File: src/rtl/riscv_core_trap_pkg.sv
// Shared types and constants for the trap sequencer: FSM states, event kinds,
// cause codes, CSR addresses, mstatus bit positions and privilege encodings.
package riscv_core_trap_pkg;

    typedef enum logic [2:0] {
        ST_IDLE,
        ST_FLUSH,
        ST_WR_EPC,
        ST_WR_CAUSE,
        ST_WR_TVAL,
        ST_WR_STATUS,
        ST_REDIRECT
    } trap_state_e;

    typedef enum logic [2:0] {
        EV_NONE,
        EV_EXC,
        EV_IRQ,
        EV_MRET,
        EV_SRET
    } trap_event_e;

    typedef struct packed {
        logic illegal;
        logic ebreak;
        logic ecall;
        logic mret;
        logic sret;
        logic irq;
    } trap_flags_t;

    localparam logic [1:0] PRIV_U = 2'b00;
    localparam logic [1:0] PRIV_S = 2'b01;
    localparam logic [1:0] PRIV_M = 2'b11;

    localparam logic [3:0] CAUSE_ILLEGAL = 4'd2;
    localparam logic [3:0] CAUSE_EBREAK  = 4'd3;
    localparam logic [3:0] CAUSE_ECALL_U = 4'd8;

    localparam logic [11:0] CSR_MSTATUS = 12'h300;
    localparam logic [11:0] CSR_MEPC    = 12'h341;
    localparam logic [11:0] CSR_MCAUSE  = 12'h342;
    localparam logic [11:0] CSR_MTVAL   = 12'h343;
    localparam logic [11:0] CSR_SEPC    = 12'h141;
    localparam logic [11:0] CSR_SCAUSE  = 12'h142;
    localparam logic [11:0] CSR_STVAL   = 12'h143;

    localparam int unsigned MSTATUS_SIE    = 1;
    localparam int unsigned MSTATUS_MIE    = 3;
    localparam int unsigned MSTATUS_SPIE   = 5;
    localparam int unsigned MSTATUS_MPIE   = 7;
    localparam int unsigned MSTATUS_SPP    = 8;
    localparam int unsigned MSTATUS_MPP_LO = 11;

    localparam logic [1:0] TVEC_MODE_VECTORED = 2'b01;

endpackage

File: src/rtl/riscv_core_trap_cause_encoder.sv
// Combinational event priority, cause/tval selection and S-mode delegation
// decision for one captured trap request.
module riscv_core_trap_cause_encoder
    import riscv_core_trap_pkg::*;
#(
    parameter int unsigned XLEN = 64
) (
    input  trap_flags_t       flags,
    input  logic [5:0]        irq_code,
    input  logic [1:0]        priv,
    input  logic [XLEN-1:0]   medeleg,
    input  logic [XLEN-1:0]   pc,
    input  logic [31:0]       instr,
    output trap_event_e       kind_c,
    output logic [XLEN-1:0]   cause_c,
    output logic [XLEN-1:0]   tval_c,
    output logic              delegate_c
);

    localparam int unsigned IDX_W = $clog2(XLEN);

    logic [3:0] exc_code;

    // Synchronous exceptions win over xret, and everything wins over irq
    always_comb begin
        kind_c   = EV_NONE;
        exc_code = '0;
        tval_c   = '0;
        if (flags.illegal) begin
            kind_c   = EV_EXC;
            exc_code = CAUSE_ILLEGAL;
            tval_c   = XLEN'(instr);
        end else if (flags.ebreak) begin
            kind_c   = EV_EXC;
            exc_code = CAUSE_EBREAK;
            tval_c   = pc;
        end else if (flags.ecall) begin
            kind_c   = EV_EXC;
            exc_code = CAUSE_ECALL_U + 4'(priv);
        end else if (flags.mret) begin
            kind_c = EV_MRET;
        end else if (flags.sret) begin
            kind_c = EV_SRET;
        end else if (flags.irq) begin
            kind_c = EV_IRQ;
        end
    end

    always_comb begin
        cause_c = '0;
        if (kind_c == EV_EXC) begin
            cause_c = XLEN'(exc_code);
        end else if (kind_c == EV_IRQ) begin
            cause_c = {1'b1, {(XLEN-7){1'b0}}, irq_code};
        end
    end

    assign delegate_c = (kind_c == EV_EXC) && (priv != PRIV_M)
                        && medeleg[IDX_W'(exc_code)];

endmodule

File: src/rtl/riscv_core_trap_sequencer.sv
// Trap/xret sequencer: accepts one event, flushes, writes epc/cause/tval/status
// CSRs in turn and redirects the PC. Outputs are registered from the current state.
module riscv_core_trap_sequencer
    import riscv_core_trap_pkg::*;
#(
    parameter int unsigned XLEN = 64
) (
    input  logic              i_trap_seq_clk,
    input  logic              i_trap_seq_rst,
    input  logic              i_trap_seq_valid,
    input  logic              i_trap_seq_ecall,
    input  logic              i_trap_seq_ebreak,
    input  logic              i_trap_seq_mret,
    input  logic              i_trap_seq_sret,
    input  logic              i_trap_seq_illegal,
    input  logic              i_trap_seq_irq,
    input  logic [5:0]        i_trap_seq_irq_code,
    input  logic [XLEN-1:0]   i_trap_seq_pc,
    input  logic [31:0]       i_trap_seq_instr,
    input  logic [XLEN-1:0]   i_trap_seq_mstatus,
    input  logic [XLEN-1:0]   i_trap_seq_mtvec,
    input  logic [XLEN-1:0]   i_trap_seq_stvec,
    input  logic [XLEN-1:0]   i_trap_seq_mepc,
    input  logic [XLEN-1:0]   i_trap_seq_sepc,
    input  logic [XLEN-1:0]   i_trap_seq_medeleg,
    output logic              o_trap_seq_ack,
    output logic              o_trap_seq_busy,
    output logic              o_trap_seq_flush,
    output logic              o_trap_seq_csr_wen,
    output logic [11:0]       o_trap_seq_csr_addr,
    output logic [XLEN-1:0]   o_trap_seq_csr_wdata,
    output logic              o_trap_seq_redirect,
    output logic [XLEN-1:0]   o_trap_seq_redirect_pc,
    output logic [1:0]        o_trap_seq_priv
);

    trap_state_e     state, state_nxt;
    trap_flags_t     cap_flags;
    logic [5:0]      cap_irq_code;
    logic [31:0]     cap_instr;
    logic [1:0]      cap_priv;
    logic [XLEN-1:0] cap_pc, cap_mstatus, cap_mtvec, cap_stvec;
    logic [XLEN-1:0] cap_mepc, cap_sepc, cap_medeleg;

    trap_event_e     kind_c;
    logic [XLEN-1:0] cause_c, tval_c, status_new_c, target_c, tvec_c;
    logic            delegate_c, accept_c;
    logic [1:0]      priv_new_c;

    logic            ack_nxt, busy_nxt, flush_nxt, wen_nxt, redirect_nxt;
    logic [11:0]     addr_nxt;
    logic [XLEN-1:0] wdata_nxt, redirect_pc_nxt;
    logic [1:0]      priv_nxt;

    assign accept_c = (state == ST_IDLE) && i_trap_seq_valid;

    // Request snapshot; the whole sequence works from these copies
    always_ff @(posedge i_trap_seq_clk or posedge i_trap_seq_rst) begin
        if (i_trap_seq_rst) begin
            cap_flags    <= '0;
            cap_irq_code <= '0;
            cap_instr    <= '0;
            cap_priv     <= PRIV_M;
            cap_pc       <= '0;
            cap_mstatus  <= '0;
            cap_mtvec    <= '0;
            cap_stvec    <= '0;
            cap_mepc     <= '0;
            cap_sepc     <= '0;
            cap_medeleg  <= '0;
        end else if (accept_c) begin
            cap_flags    <= '{illegal: i_trap_seq_illegal, ebreak: i_trap_seq_ebreak,
                              ecall: i_trap_seq_ecall, mret: i_trap_seq_mret,
                              sret: i_trap_seq_sret, irq: i_trap_seq_irq};
            cap_irq_code <= i_trap_seq_irq_code;
            cap_instr    <= i_trap_seq_instr;
            cap_priv     <= o_trap_seq_priv;
            cap_pc       <= i_trap_seq_pc;
            cap_mstatus  <= i_trap_seq_mstatus;
            cap_mtvec    <= i_trap_seq_mtvec;
            cap_stvec    <= i_trap_seq_stvec;
            cap_mepc     <= i_trap_seq_mepc;
            cap_sepc     <= i_trap_seq_sepc;
            cap_medeleg  <= i_trap_seq_medeleg;
        end
    end

    riscv_core_trap_cause_encoder #(.XLEN(XLEN)) u_cause_encoder (
        .flags      (cap_flags),
        .irq_code   (cap_irq_code),
        .priv       (cap_priv),
        .medeleg    (cap_medeleg),
        .pc         (cap_pc),
        .instr      (cap_instr),
        .kind_c     (kind_c),
        .cause_c    (cause_c),
        .tval_c     (tval_c),
        .delegate_c (delegate_c)
    );

    // New mstatus image and privilege for the event being retired
    always_comb begin
        status_new_c = cap_mstatus;
        priv_new_c   = o_trap_seq_priv;
        case (kind_c)
            EV_EXC, EV_IRQ: begin
                if (delegate_c) begin
                    status_new_c[MSTATUS_SPIE] = cap_mstatus[MSTATUS_SIE];
                    status_new_c[MSTATUS_SIE]  = 1'b0;
                    status_new_c[MSTATUS_SPP]  = cap_priv[0];
                    priv_new_c                 = PRIV_S;
                end else begin
                    status_new_c[MSTATUS_MPIE]          = cap_mstatus[MSTATUS_MIE];
                    status_new_c[MSTATUS_MIE]           = 1'b0;
                    status_new_c[MSTATUS_MPP_LO +: 2]   = cap_priv;
                    priv_new_c                          = PRIV_M;
                end
            end
            EV_MRET: begin
                status_new_c[MSTATUS_MIE]         = cap_mstatus[MSTATUS_MPIE];
                status_new_c[MSTATUS_MPIE]        = 1'b1;
                status_new_c[MSTATUS_MPP_LO +: 2] = PRIV_U;
                priv_new_c                        = cap_mstatus[MSTATUS_MPP_LO +: 2];
            end
            EV_SRET: begin
                status_new_c[MSTATUS_SIE]  = cap_mstatus[MSTATUS_SPIE];
                status_new_c[MSTATUS_SPIE] = 1'b1;
                status_new_c[MSTATUS_SPP]  = 1'b0;
                priv_new_c                 = {1'b0, cap_mstatus[MSTATUS_SPP]};
            end
            default: ;
        endcase
    end

    // Redirect target: tvec base, vectored only for interrupts, or the saved epc
    assign tvec_c = delegate_c ? cap_stvec : cap_mtvec;
    always_comb begin
        target_c = {tvec_c[XLEN-1:2], 2'b00};
        if (kind_c == EV_IRQ && tvec_c[1:0] == TVEC_MODE_VECTORED) begin
            target_c = {tvec_c[XLEN-1:2], 2'b00} + (XLEN'(cap_irq_code) << 2);
        end else if (kind_c == EV_MRET) begin
            target_c = cap_mepc;
        end else if (kind_c == EV_SRET) begin
            target_c = cap_sepc;
        end
    end

    always_comb begin
        state_nxt       = state;
        ack_nxt         = accept_c;
        busy_nxt        = (state != ST_IDLE) || accept_c;
        flush_nxt       = 1'b0;
        wen_nxt         = 1'b0;
        addr_nxt        = '0;
        wdata_nxt       = '0;
        redirect_nxt    = 1'b0;
        redirect_pc_nxt = '0;
        priv_nxt        = o_trap_seq_priv;
        case (state)
            ST_IDLE: begin
                if (i_trap_seq_valid) state_nxt = ST_FLUSH;
            end
            ST_FLUSH: begin
                flush_nxt = 1'b1;
                case (kind_c)
                    EV_EXC, EV_IRQ:   state_nxt = ST_WR_EPC;
                    EV_MRET, EV_SRET: state_nxt = ST_WR_STATUS;
                    default:          state_nxt = ST_IDLE;
                endcase
            end
            ST_WR_EPC: begin
                wen_nxt   = 1'b1;
                addr_nxt  = delegate_c ? CSR_SEPC : CSR_MEPC;
                wdata_nxt = cap_pc;
                state_nxt = ST_WR_CAUSE;
            end
            ST_WR_CAUSE: begin
                wen_nxt   = 1'b1;
                addr_nxt  = delegate_c ? CSR_SCAUSE : CSR_MCAUSE;
                wdata_nxt = cause_c;
                state_nxt = ST_WR_TVAL;
            end
            ST_WR_TVAL: begin
                wen_nxt   = 1'b1;
                addr_nxt  = delegate_c ? CSR_STVAL : CSR_MTVAL;
                wdata_nxt = tval_c;
                state_nxt = ST_WR_STATUS;
            end
            ST_WR_STATUS: begin
                wen_nxt   = 1'b1;
                addr_nxt  = CSR_MSTATUS;
                wdata_nxt = status_new_c;
                priv_nxt  = priv_new_c;
                state_nxt = ST_REDIRECT;
            end
            ST_REDIRECT: begin
                redirect_nxt    = 1'b1;
                redirect_pc_nxt = target_c;
                state_nxt       = ST_IDLE;
            end
            default: state_nxt = ST_IDLE;
        endcase
    end

    always_ff @(posedge i_trap_seq_clk or posedge i_trap_seq_rst) begin
        if (i_trap_seq_rst) begin
            state                  <= ST_IDLE;
            o_trap_seq_ack         <= 1'b0;
            o_trap_seq_busy        <= 1'b0;
            o_trap_seq_flush       <= 1'b0;
            o_trap_seq_csr_wen     <= 1'b0;
            o_trap_seq_csr_addr    <= '0;
            o_trap_seq_csr_wdata   <= '0;
            o_trap_seq_redirect    <= 1'b0;
            o_trap_seq_redirect_pc <= '0;
            o_trap_seq_priv        <= PRIV_M;
        end else begin
            state                  <= state_nxt;
            o_trap_seq_ack         <= ack_nxt;
            o_trap_seq_busy        <= busy_nxt;
            o_trap_seq_flush       <= flush_nxt;
            o_trap_seq_csr_wen     <= wen_nxt;
            o_trap_seq_csr_addr    <= addr_nxt;
            o_trap_seq_csr_wdata   <= wdata_nxt;
            o_trap_seq_redirect    <= redirect_nxt;
            o_trap_seq_redirect_pc <= redirect_pc_nxt;
            o_trap_seq_priv        <= priv_nxt;
        end
    end

endmodule

File: config.mk
export PLATFORM = sky130hd
export DESIGN_NAME = riscv_core_trap_sequencer
export DESIGN_NICKNAME = d
export VERILOG_FILES = /design/src/rtl/riscv_core_trap_pkg.sv /design/src/rtl/riscv_core_trap_cause_encoder.sv /design/src/rtl/riscv_core_trap_sequencer.sv
export SDC_FILE = /design/constraint.sdc
export NUM_CORES = 1
export LEC_CHECK = 0
export ABC_AREA = 1
export BUFFER_PORTS_ARGS = -buffer_cell sky130_fd_sc_hd__buf_4
export CORE_ASPECT_RATIO = 0.8
export CORE_MARGIN = 10
export CORE_UTILIZATION = 35
export DETAILED_ROUTE_END_ITERATION = 6
export GPL_TIMING_DRIVEN = 1
export PLACE_DENSITY = 0.55
export SYNTH_ARGS = -nofsm -noshare
export SYNTH_HDL_FRONTEND = slang
export SYNTH_HIERARCHICAL = 1
export SYNTH_SLANG_ARGS = --single-unit
File: constraint.sdc
create_clock -name i_trap_seq_clk -period 25.9 [get_ports i_trap_seq_clk]
set_clock_uncertainty 0.1 [all_clocks]
set_input_delay 2.59 -clock i_trap_seq_clk [delete_from_list [all_inputs] [get_ports i_trap_seq_clk]]
set_output_delay 2.59 -clock i_trap_seq_clk [all_outputs]
set_load 0.01 [all_outputs]
# == After elaboration in Yosys (flattened, before gate mapping) ==
# Index checks and enable logic that the tools add are counted.
# W data, S select, Z words.
# totals
regBits,596
inputBits,495
output_inout_bits,147
word_cells,99
# op_classes
addsub,2
n_lt_le_gt_ge,1
n_eq_ne,13
muxes,45
reduce_logical,12
# ops
op,count
$mux W64,9
$pmux W64 S4,1
$add A64 B8 Y64,1
$pmux W10 S4,1
$mux W10,3
$mux W3,6
$pmux W3 S6,1
$eq A3 B2 Y1 const B,4
$eq A3 B3 Y1 const B,4
$mux W4,3
$pmux W1 S2,5
$mux W1,9
$lt A4 B7 Y1 const B,1
$eq A3 B1 Y1 const B,2
$mux W2,3
$pmux W2 S3,1
$pmux W3 S2,1
$reduce_bool A3 Y1,2
$add A4 B2 Y4 const A,1
$bmux W1 S4,1
$logic_and A1 B1 Y1,4
$ne A2 B2 Y1 const B,2
$pmux W2 S2,1
$reduce_or A2 Y1,2
5 further kinds,5

# == Logic depth before layout (Yosys ltp) ==
# Gate-level depths: netlist of the first run.
# depth
ltp_word,14
depth_mapped,29
mapped_depth_nobuf,24

# == By module ==
# Netlist of the first run, hierarchy kept.
# by_module_without_submodules
mod,n_inst,cells_each,area_per_inst_um2,seq_area_each_um2
riscv_core_trap_sequencer,1,3841,29688.5,15920.3
riscv_core_trap_cause_encoder,1,216,1256.2,0.0

# == Least setup slack after synthesis of the first run ==
# OpenSTA, ideal clock, no wires.
# synth_path
path_type,input -> register
from,input port i_trap_seq_valid
to,register cap_flags[0] (netlist name)
setup_time_ns,0.065
arrival_ns,3.750
required_time_ns,25.735
setup_slack_ns,21.985
cell_stages,7
path_cell_list,inv_1 > nor3_2 > clkbuf_1 > clkbuf_1 > buf_2 > nand2_1 > nand2_1
# synth_between
elab_chain_len,1
# synth_lines
item,line,source
from (decl),riscv_core_trap_sequencer.sv:10,"input logic i_trap_seq_valid,"
$logic_and A1 B1 Y1,riscv_core_trap_sequencer.sv:55,assign accept_c = (state == ST_IDLE) && i_trap_seq_valid;
to (signal assigned),riscv_core_trap_sequencer.sv:72,"cap_flags <= '{illegal: i_trap_seq_illegal, ebreak: i_trap_seq_ebreak,"
to (decl),riscv_core_trap_sequencer.sv:38,trap_flags_t cap_flags;
# No other way between the ends.
# A chain may end at the register's enable or synchronous reset.

# == Worst setup path after layout of the first run ==
# layout_path
from,input port i_trap_seq_valid
to,register cap_sepc[7]
# layout_between
elab_chain_len,1
# layout_lines
item,line,source
$logic_and A1 B1 Y1,riscv_core_trap_sequencer.sv:55,
to (signal assigned),riscv_core_trap_sequencer.sv:83,cap_sepc <= i_trap_seq_sepc;
to (decl),riscv_core_trap_sequencer.sv:43,"logic [XLEN-1:0] cap_mepc, cap_sepc, cap_medeleg;"
# No other way between the ends.

==> results of run 1 <==
-- per-stage QoR --
| stage | setup WS [ps] | instance area (um2) | hold WS (ps) | utilization, % | cells |
|---|---|---|---|---|---|
| 2_1_floorplan | 7050 | 29000 | 334 | - | 3879 |
| 3_3_place_gp | 19040 | 33600 | 349 | 41.0 | 5311 |
| 3_5_place_dp | 19040 | 33600 | 353 | 41.0 | 5311 |
| 4_1_cts | 19710 | 35900 | 368 | 43.8 | 5430 |
| 5_1_grt | 19290 | 35900 | 383 | 43.8 | 5433 |
| 6_report | 19610 | 35900 | 364 | 43.8 | 5435 |
-- worst max-delay path by stage --
stage          slack, ps              from  cells past startpoint               to
2_1_floorplan       7050    i_trap_seq_rst                      1     cap_flags[0]
3_5_place_dp       19040  i_trap_seq_valid                      9     cap_mepc[59]
4_1_cts            19710  i_trap_seq_valid                      9     cap_mepc[59]
3_3_place_gp       19040  i_trap_seq_valid                      8  cap_irq_code[1]
5_1_grt            19290  i_trap_seq_valid                      9     cap_mepc[59]
6_report           19610  i_trap_seq_valid                      9      cap_sepc[7]
-- layout make-up --
type,instances,area share (%)
Antenna cell,5,0.0349
Inverter,293,3.12
Tap cell,1104,3.85
Multi-Input combinational cell,2729,33.6
Timing Repair Buffer,607,12.8
Clock inverter,23,0.687
Clock buffer,96,5.61
Sequential cell,578,40.3
-- registers in the layout, summed over array words and instances (netlist names), 2 cells and up --
name / count
o_trap_seq_priv: 2
cap_instr: 32
state: 3
cap_stvec: 64
cap_mstatus: 64
cap_medeleg: 6
o_trap_seq_csr_addr: 5
cap_irq_code: 6
o_trap_seq_redirect_pc: 64
cap_sepc: 64
cap_mtvec: 64
cap_mepc: 64
cap_priv: 2
cap_pc: 64
cap_flags: 6
o_trap_seq_csr_wdata: 64
-- critical path: stages --
cell and delay, ps:
buf_4 80, inv_1 60, nor3_4 320, buf_12 660
buf_4 910, buf_4 740, buf_4 820, nand2_1 140
nand2_1 110
-- report_power, final --
part | switching, uW | internal (uW) | total (uW)
clock | 401 | 574 | 975
combinational | 1680 | 631 | 2310
sequential | 190 | 1270 | 1460
-- metal layers --
metal  share of wire, %  vias up  routed length (um)  global-route usage (%)
met4                2.6        6                3050                    6.73
met5              0.031        -                  37                       0
met2                 43      833               51200                    36.2
met1                 47    12896               55900                    35.6
li1                   -    12871                   -                       -
met3                6.8      143                8000                    4.88
==> results by group, run 1 <==
STA
  – Setup_tns: 0 ps
  – Setup violators final: 0
  – Final min period: 6290 ps
  – Peak Freq: 0.159 GHz
  – Max Transition Viols Final: 0
  – RSZ-0062 raised after global routing: false
  – Final period util: 24.3%
  – Tightest Pin Transition: 1250 ps
  – Final Hold Vio Count: 0
  – Max_slew headroom: 15.8%

Floorplan
  – Total core area: 82000 um2
  – Die height: 277 um
  – Initial Utilization: 35.1%
  – # IOs: 642
  – Chip width: 341 um
  – Rows: 94
  – Full die area: 94300 um2

Logic synthesis
  – Synthesized area: 28800 um2
  – Cells after Synth: 3817
  – Synth warnings: 6
  – Synth Area per Inst: 7.55 um2

Critical path
  – R2r endpoint: o_trap_seq_redirect_pc[50]
  – Reg2reg start: cap_flags[4]
  – FF-to-FF path depth: 22
  – Critical path class: in -> reg
  – CP Capture Type: register
  – Crit path DAT: 6740 ps
  – CP Max Fanout: 236
  – Critical path launch point type: primary input
  – Internal reg-to-reg setup slack: 20130 ps
  – Critical path required time: 26350 ps

Drt
  – Vias per Instance: 4.92
  – Post-route ant nets: 0
  – DR pass1 iterations: 5
  – Drt drc: 0
  – Via count: 26749
  – Drt wl/cell: 21.7 um
  – DR iter-0 viols: 2275
  – WL final: 118 mm

Layout
  – Reg area: 14500 um2
  – Fillers: 8490
  – Commonest non-fill, non-tap cell in the layout: nand2_1
  – Nets: 4780
  – Multi-input logic area: 12100 um2
  – Layout cells sized above 1: 18.8%
  – Most frequent cells in the layout: 1576 x nand2_1, 604 x buf_4, 573 x dfrtp_1
  – Area Overhead vs Synth: 24.6%

Clocking
  – # resized after CTS: 0
  – Clk Latency, worst-skew pair: 620 ps
  – Clk buf depth: 3
  – Setup repair bufs after CTS: 0
  – TritonCTS sink count: 578
  – TritonCTS Buffers: 66
  – CTS hold repair buffers: 0
  – CTS tree: done
  – Clock slew at reported path FFs: 60 ps
  – Clk root buf: clkbuf_16
  – H-tree Lvls: 3

Min path
  – Hold Crit Class: reg -> reg
  – Worst Hold End: cap_sepc[60]
  – Beginning of the worst hold path: cap_sepc[60]
  – Worst Hold Path Cells: 2

Global route
  – Vias in the first global route: 25825
  – Pin count of the biggest net entering global routing: 237
  – Total GRT Usage: 24.4%
  – Initial antenna violation count: 7
  – Congestion Overflow GR: 0
  – Wire length of the first global-routing pass: 174 mm

Place
  – Hpwl dp: 85.2 mm
  – Routability Congestion: 0.951
  – I/O Buffers: 576

Power and ir drop
  – PwrDens: 132 nW/um2
  – Maximum VDD drop: 0.123 mV
  – Overall Power: 4750 uW
  – Leakage power: 0.0184 uW

Job
  – Max_cap viols: 0

Run status
  – Status: completed
Note: power is estimated with default switching activity, not from simulation.
==> run 2, diff against run 1 <==
--- a/config.mk
+++ b/config.mk
@@ -12,7 +12,7 @@
 export CORE_UTILIZATION = 35
 export DETAILED_ROUTE_END_ITERATION = 6
 export GPL_TIMING_DRIVEN = 1
-export PLACE_DENSITY = 0.55
+export PLACE_DENSITY = 0.57
 export SYNTH_ARGS = -nofsm -noshare
 export SYNTH_HDL_FRONTEND = slang
 export SYNTH_HIERARCHICAL = 1
==> constraint.sdc (replaced) <==
create_clock -name i_trap_seq_clk -period 5.25 [get_ports i_trap_seq_clk]
set_clock_uncertainty 0.1 [all_clocks]
set_input_delay 0.525 -clock i_trap_seq_clk [delete_from_list [all_inputs] [get_ports i_trap_seq_clk]]
set_output_delay 0.525 -clock i_trap_seq_clk [all_outputs]
set_load 0.01 [all_outputs]
==> results by group, run 2 (synthesized netlist as in run 1, its figures left out) <==
Drt
  – Via count: 28855
  – Drt drc: 0
  – Vias per Instance: 4.93
  – DR iter-0 viols: 2456
  – DR pass1 iterations: 6
  – WL final: 125 mm
  – Post-route ant nets: 0
  – Drt wl/cell: 21.4 um

Min path
  – Hold Crit Class: in -> reg

Global route
  – Total GRT Usage: 25.7%
  – Vias in the first global route: 28430
  – Wire length of the first global-routing pass: 186 mm
  – Congestion Overflow GR: 0
  – Pin count of the biggest net entering global routing: 196
  – Initial antenna violation count: 10

STA
  – RSZ-0062 raised after global routing: false
  – Final period util: 86.4%
  – Setup violators final: 0
  – Max Transition Viols Final: 0
  – Final min period: 4540 ps
  – Final Hold Vio Count: 0
  – Setup_tns: 0 ps
  – Tightest Pin Transition: 1120 ps
  – Max_slew headroom: 25.3%
  – Setup WS post-layout: 713 ps
  – Peak Freq: 0.220 GHz

Layout
  – Layout cells sized above 1: 17.3%
  – Commonest non-fill, non-tap cell in the layout: nand2_1
  – Area Overhead vs Synth: 39.2%
  – Final Util: 48.9%
  – Nets: 5189
  – Most frequent cells in the layout: 1576 x nand2_1, 607 x buf_4, 573 x dfrtp_1
  – Fillers: 8004

Power and ir drop
  – Overall Power: 24000 uW
  – Internal Dissipation: 12600 uW
  – PwrDens: 600 nW/um2
  – Leakage power: 0.0201 uW
  – Maximum VDD drop: 0.515 mV
  – Switching Share: 47.8%
  – Register share of total power: 30.2%
  – P_sw: 11500 uW
  – Clock power frac: 20.1%
  – Combinational power share: 49.7%

Critical path
  – CP Capture Point: o_trap_seq_redirect_pc[50]
  – CP dominant cell by count: nand2_1
  – Critical path launch point type: register
  – CP Max Fanout: 7
  – Critical path required time: 5660 ps
  – FF-to-FF path depth: 20
  – CP Launch Point: cap_priv[0]
  – CP Capture Type: register
  – R2r endpoint: o_trap_seq_redirect_pc[50]
  – Crit path cell chain: nand2_1 > nand2_1 > nand3_1 > nand3_1 > nand2_1 > a21oi_4 > inv_2 > or2_2 > o21ai_0 > inv_1 > ha_1 > nand2_1 > nor2_1 > nand2_1 > nand3_1 > nand2_1 > nor2_1 > nand3_1 > xor2_1 > a21oi_1
  – Maximum single-stage delay on the critical path: 570 ps
  – CP max stage cell: dfstp_2
  – Internal reg-to-reg setup slack: 710 ps
  – Reg2reg start: cap_priv[0]
  – Critical path class: reg -> reg
  – Crit path DAT: 4950 ps

Clocking
  – CTS tree: done
  – Clk buf depth: 3
  – Clk Latency, worst-skew pair: 650 ps
  – TritonCTS sink count: 578
  – H-tree Lvls: 2
  – Setup repair bufs after CTS: 0
  – Clk root buf: clkbuf_16
  – TritonCTS Buffers: 61
  – Clock slew at reported path FFs: 70 ps

Place
  – I/O Buffers: 576
  – Dpl ws: 842 ps
  – Routability Congestion: 0.981
  – Hpwl dp: 88.8 mm

Run status
  – Status: completed

Floorplan
  – Full die area: 94300 um2
  – Die height: 277 um
  – Chip width: 341 um
  – Initial Utilization: 35.1%
  – Total core area: 82000 um2
  – # IOs: 642
  – Rows: 94

Job
  – Max_cap viols: 0
run 2: changes by cell type in the layout (fill, tap and decap cells not counted), moves of 2 or more:
cell / before / now
buf_12: 3 / 10
buf_4: 604 / 607
bufinv_16: 3 / 10
clkbuf_1: 6 / 8
clkbuf_16: 67 / 62
clkbuf_8: 23 / 14
clkinv_2: 11 / 14
clkinvlp_4: 3 / 6
diode_2: 5 / 9
dlygate4sd3_1: 0 / 404
inv_6: 5 / 1
run 2: worst max-delay path, delay by kind of cell, from the launching register on:
| kind | cells | cell delay, ps |
|---|---|---|
| AO/OA/AOI/OAI | 3 | 490 |
| XOR/XNOR | 1 | 460 |
| adder cells (fa/ha/maj) | 1 | 380 |
| buffers and inverters | 2 | 200 |
| flip-flops | 1 | 570 |
| AND/OR/NAND/NOR | 13 | 2170 |
run 2: per-stage QoR:
step	cell area, um2	hold WS, ps	std cells
after CTS	40100	0.961	5841
after global placement	33800	350	5321
after global routing	40100	9.82	5850
after floorplan	29000	334	3879
after detailed placement	33800	353	5321
final	40100	34.1	5850
run 2: final cells by class:
class                   count  area (um2)  share of cell area, %
inverters                 293        1110                   2.78
diodes                      9        22.5                 0.0562
multi-input cells        2729       12100                   30.1
repair buffers           1021        8800                   21.9
flip-flops and latches    578       14500                   36.1
clock inverters            32         467                   1.16
well taps                1104        1380                   3.44
clock buffers              84        1770                   4.42
run 2: worst min path at each step:
stage,startpoint,end,slack [ps],cells after the start
after floorplan,cap_stvec[7],cap_stvec[7],330,2
after global placement,cap_sepc[26],cap_sepc[26],350,2
after detailed placement,cap_mepc[46],cap_mepc[46],350,2
after CTS,i_trap_seq_mepc[32],cap_mepc[32],1,3
after global routing,i_trap_seq_mepc[48],cap_mepc[48],10,3
final,i_trap_seq_mtvec[10],cap_mtvec[10],30,3
run 2: per-layer routing:
metal / share of wire [%] / global-route usage, % / vias up
met5: 0 / 0 / -
met4: 3.0 / 7.81 / 0
met3: 7.7 / 6.26 / 179
met2: 43 / 37.3 / 993
met1: 47 / 37.2 / 13992
li1: - / - / 13691
run 2: timing repair:
action	CTS	global route
endpoints found under the hold margin	422	0
endpoints found under the setup margin	0	0
resized for setup	0	0
hold buffers	404	0
run 2: power groups by stage:
stage / Combinational (uW) / Clock [uW] / Sequential (uW)
2_1_floorplan: 7080 / 0 / 7130
5_1_grt: 13100 / 5110 / 7460
3_5_place_dp: 11400 / 0 / 7300
3_3_place_gp: 11300 / 0 / 7280
6_report: 12000 / 4840 / 7250
4_1_cts: 11700 / 4940 / 7240
==> run 3, diff against run 2 <==
--- a/config.mk
+++ b/config.mk
@@ -12,7 +12,7 @@
 export CORE_UTILIZATION = 35
 export DETAILED_ROUTE_END_ITERATION = 6
 export GPL_TIMING_DRIVEN = 1
-export PLACE_DENSITY = 0.57
+export PLACE_DENSITY = 0.55
 export SYNTH_ARGS = -nofsm -noshare
 export SYNTH_HDL_FRONTEND = slang
 export SYNTH_HIERARCHICAL = 1
==> constraint.sdc (replaced) <==
create_clock -name i_trap_seq_clk -period 4.1 [get_ports i_trap_seq_clk]
set_clock_uncertainty 0.1 [all_clocks]
set_input_delay 0.41 -clock i_trap_seq_clk [delete_from_list [all_inputs] [get_ports i_trap_seq_clk]]
set_output_delay 0.41 -clock i_trap_seq_clk [all_outputs]
set_load 0.01 [all_outputs]
==> results by group, run 3 (synthesized netlist as in run 1, its figures left out) <==
Layout
  – Most frequent cells in the layout: 1575 x nand2_1, 695 x buf_4, 573 x dfrtp_1
  – Layout cells sized above 1: 18.8%
  – Final Util: 50.2%
  – Nets: 5318
  – Area Overhead vs Synth: 42.8%
  – Final Cell Area: 41100 um2
  – Commonest non-fill, non-tap cell in the layout: nand2_1
  – Fin cells: 5970

STA
  – Peak Freq: 0.252 GHz
  – Final Hold Vio Count: 0
  – Final min period: 3970 ps
  – Final period util: 96.7%
  – Max_slew headroom: 29.5%
  – Setup violators final: 0
  – Max Transition Viols Final: 0
  – Tightest Pin Transition: 1060 ps
  – Setup_tns: 0 ps

Drt
  – Vias per Instance: 4.89
  – Drt drc: 0
  – WL final: 127 mm
  – DR pass1 iterations: 7
  – DR iter-0 viols: 2704
  – Via count: 29212
  – Post-route ant nets: 0
  – Drt wl/cell: 21.3 um

Min path
  – Beginning of the worst hold path: i_trap_seq_stvec[60]
  – Worst Hold Path Cells: 3
  – Hold Crit Class: in -> reg
  – Worst Hold End: cap_stvec[60]

Clocking
  – Clk buf depth: 3
  – Clk Latency, worst-skew pair: 620 ps
  – TritonCTS sink count: 578
  – Clk root buf: clkbuf_16
  – Clock slew at reported path FFs: 60 ps
  – H-tree Lvls: 3
  – TritonCTS Buffers: 67
  – CTS tree: done

Floorplan
  – Rows: 94
  – Full die area: 94300 um2
  – Total core area: 82000 um2
  – Chip width: 341 um
  – Die height: 277 um
  – # IOs: 642
  – Initial Utilization: 35.1%

Global route
  – Total GRT Usage: 26.3%
  – Initial antenna violation count: 6
  – Vias in the first global route: 28706
  – Pin count of the biggest net entering global routing: 178
  – Wire length of the first global-routing pass: 188 mm
  – Congestion Overflow GR: 0

Critical path
  – CP Capture Type: register
  – Critical path required time: 4520 ps
  – R2r endpoint: o_trap_seq_redirect_pc[61]
  – Crit path DAT: 4390 ps
  – Reg2reg start: cap_priv[0]
  – FF-to-FF path depth: 21
  – Critical path launch point type: register
  – CP Max Fanout: 35
  – Critical path class: reg -> reg
  – Internal reg-to-reg setup slack: 130 ps

Place
  – Hpwl dp: 90.9 mm
  – I/O Buffers: 576
  – Routability Congestion: 0.968
  – Placed instance count: 5415
  – Placed cell area: 34600 um2

Power and ir drop
  – PwrDens: 770 nW/um2
  – Leakage power: 0.0207 uW
  – Maximum VDD drop: 0.425 mV
  – Overall Power: 31700 uW

Run status
  – Status: completed

Job
  – Max_cap viols: 0
-- run 3: cell count changes in the layout (fill, tap and decap cells not counted), sizes merged --
cell         change
buf             +96
dlygate4sd3     +27
clkbuf          +18
bufinv           -8
clkinv           -6
diode            -5
clkinvlp         -3
inv              +1
-- run 3: where the power goes --
part | switching, uW | internal, uW
clock | 2540 | 3470
combinational | 11200 | 5180
sequential | 1260 | 8050
-- run 3: final cells by class --
class                           count  area, um2
Clock buffer                      102       1980
Fill cell                        7895      40900
Timing Repair Buffer             1144       9890
Sequential cell                   578      14500
Antenna cell                        4       10.0
Clock inverter                     16        173
Multi-Input combinational cell   2729      12100
Inverter                          293       1110
Tap cell                         1104       1380
-- run 3: how the worst max path moves through the flow --
stage,startpoint,end,slack [ps]
after floorplan,i_trap_seq_rst,cap_flags[0],-4280
after global placement,cap_priv[0],o_trap_seq_redirect_pc[22],90
after detailed placement,cap_priv[0],o_trap_seq_redirect_pc[22],60
after CTS,cap_priv[0],o_trap_seq_redirect_pc[22],20
after global routing,cap_priv[0],o_trap_seq_redirect_pc[60],-10
final,cap_priv[0],o_trap_seq_redirect_pc[61],130
-- run 3: timing repair --
item,4_1_cts,5_1_grt
resized for setup,0,10
hold buffers,431,0
setup buffers,0,2
hold endpoints to repair,452,0
endpoints found under the setup margin,0,33
-- run 3: stage by stage --
| stage | hold WS (ps) | worst slack [ps] |
|---|---|---|
| after floorplan | 334 | -4280 |
| after global placement | 350 | 86.2 |
| after detailed placement | 353 | 55.6 |
| after CTS | 0.631 | 22.4 |
| after global routing | 37.2 | -10.3 |
| final | 50.4 | 134 |
-- run 3: layer usage --
metal	GRT usage [%]	up-vias	part of all wire, %	wire [um]
met5	0	-	0	0
met4	8.55	0	3.2	4080
met3	6.64	173	7.7	9850
met2	38.2	1036	43	54600
met1	37.7	14084	46	58800
li1	-	13919	-	-
-- run 3: critical path: stages (launching register included) --
cell and delay [ps]:
dfstp_2 570, nand2_1 70, nand2_1 100, nand3_1 80
nand3_1 80, nand2_1 80, a21oi_4 260, buf_4 180
buf_12 180, nand2_1 80, o21ai_1 360, nand2_1 290
nor2_2 170, inv_1 50, nor2_1 210, buf_4 160
nand2_1 80, nor2_1 180, nand2_1 70, nand2_1 60
nand2_1 150, a21oi_1 240
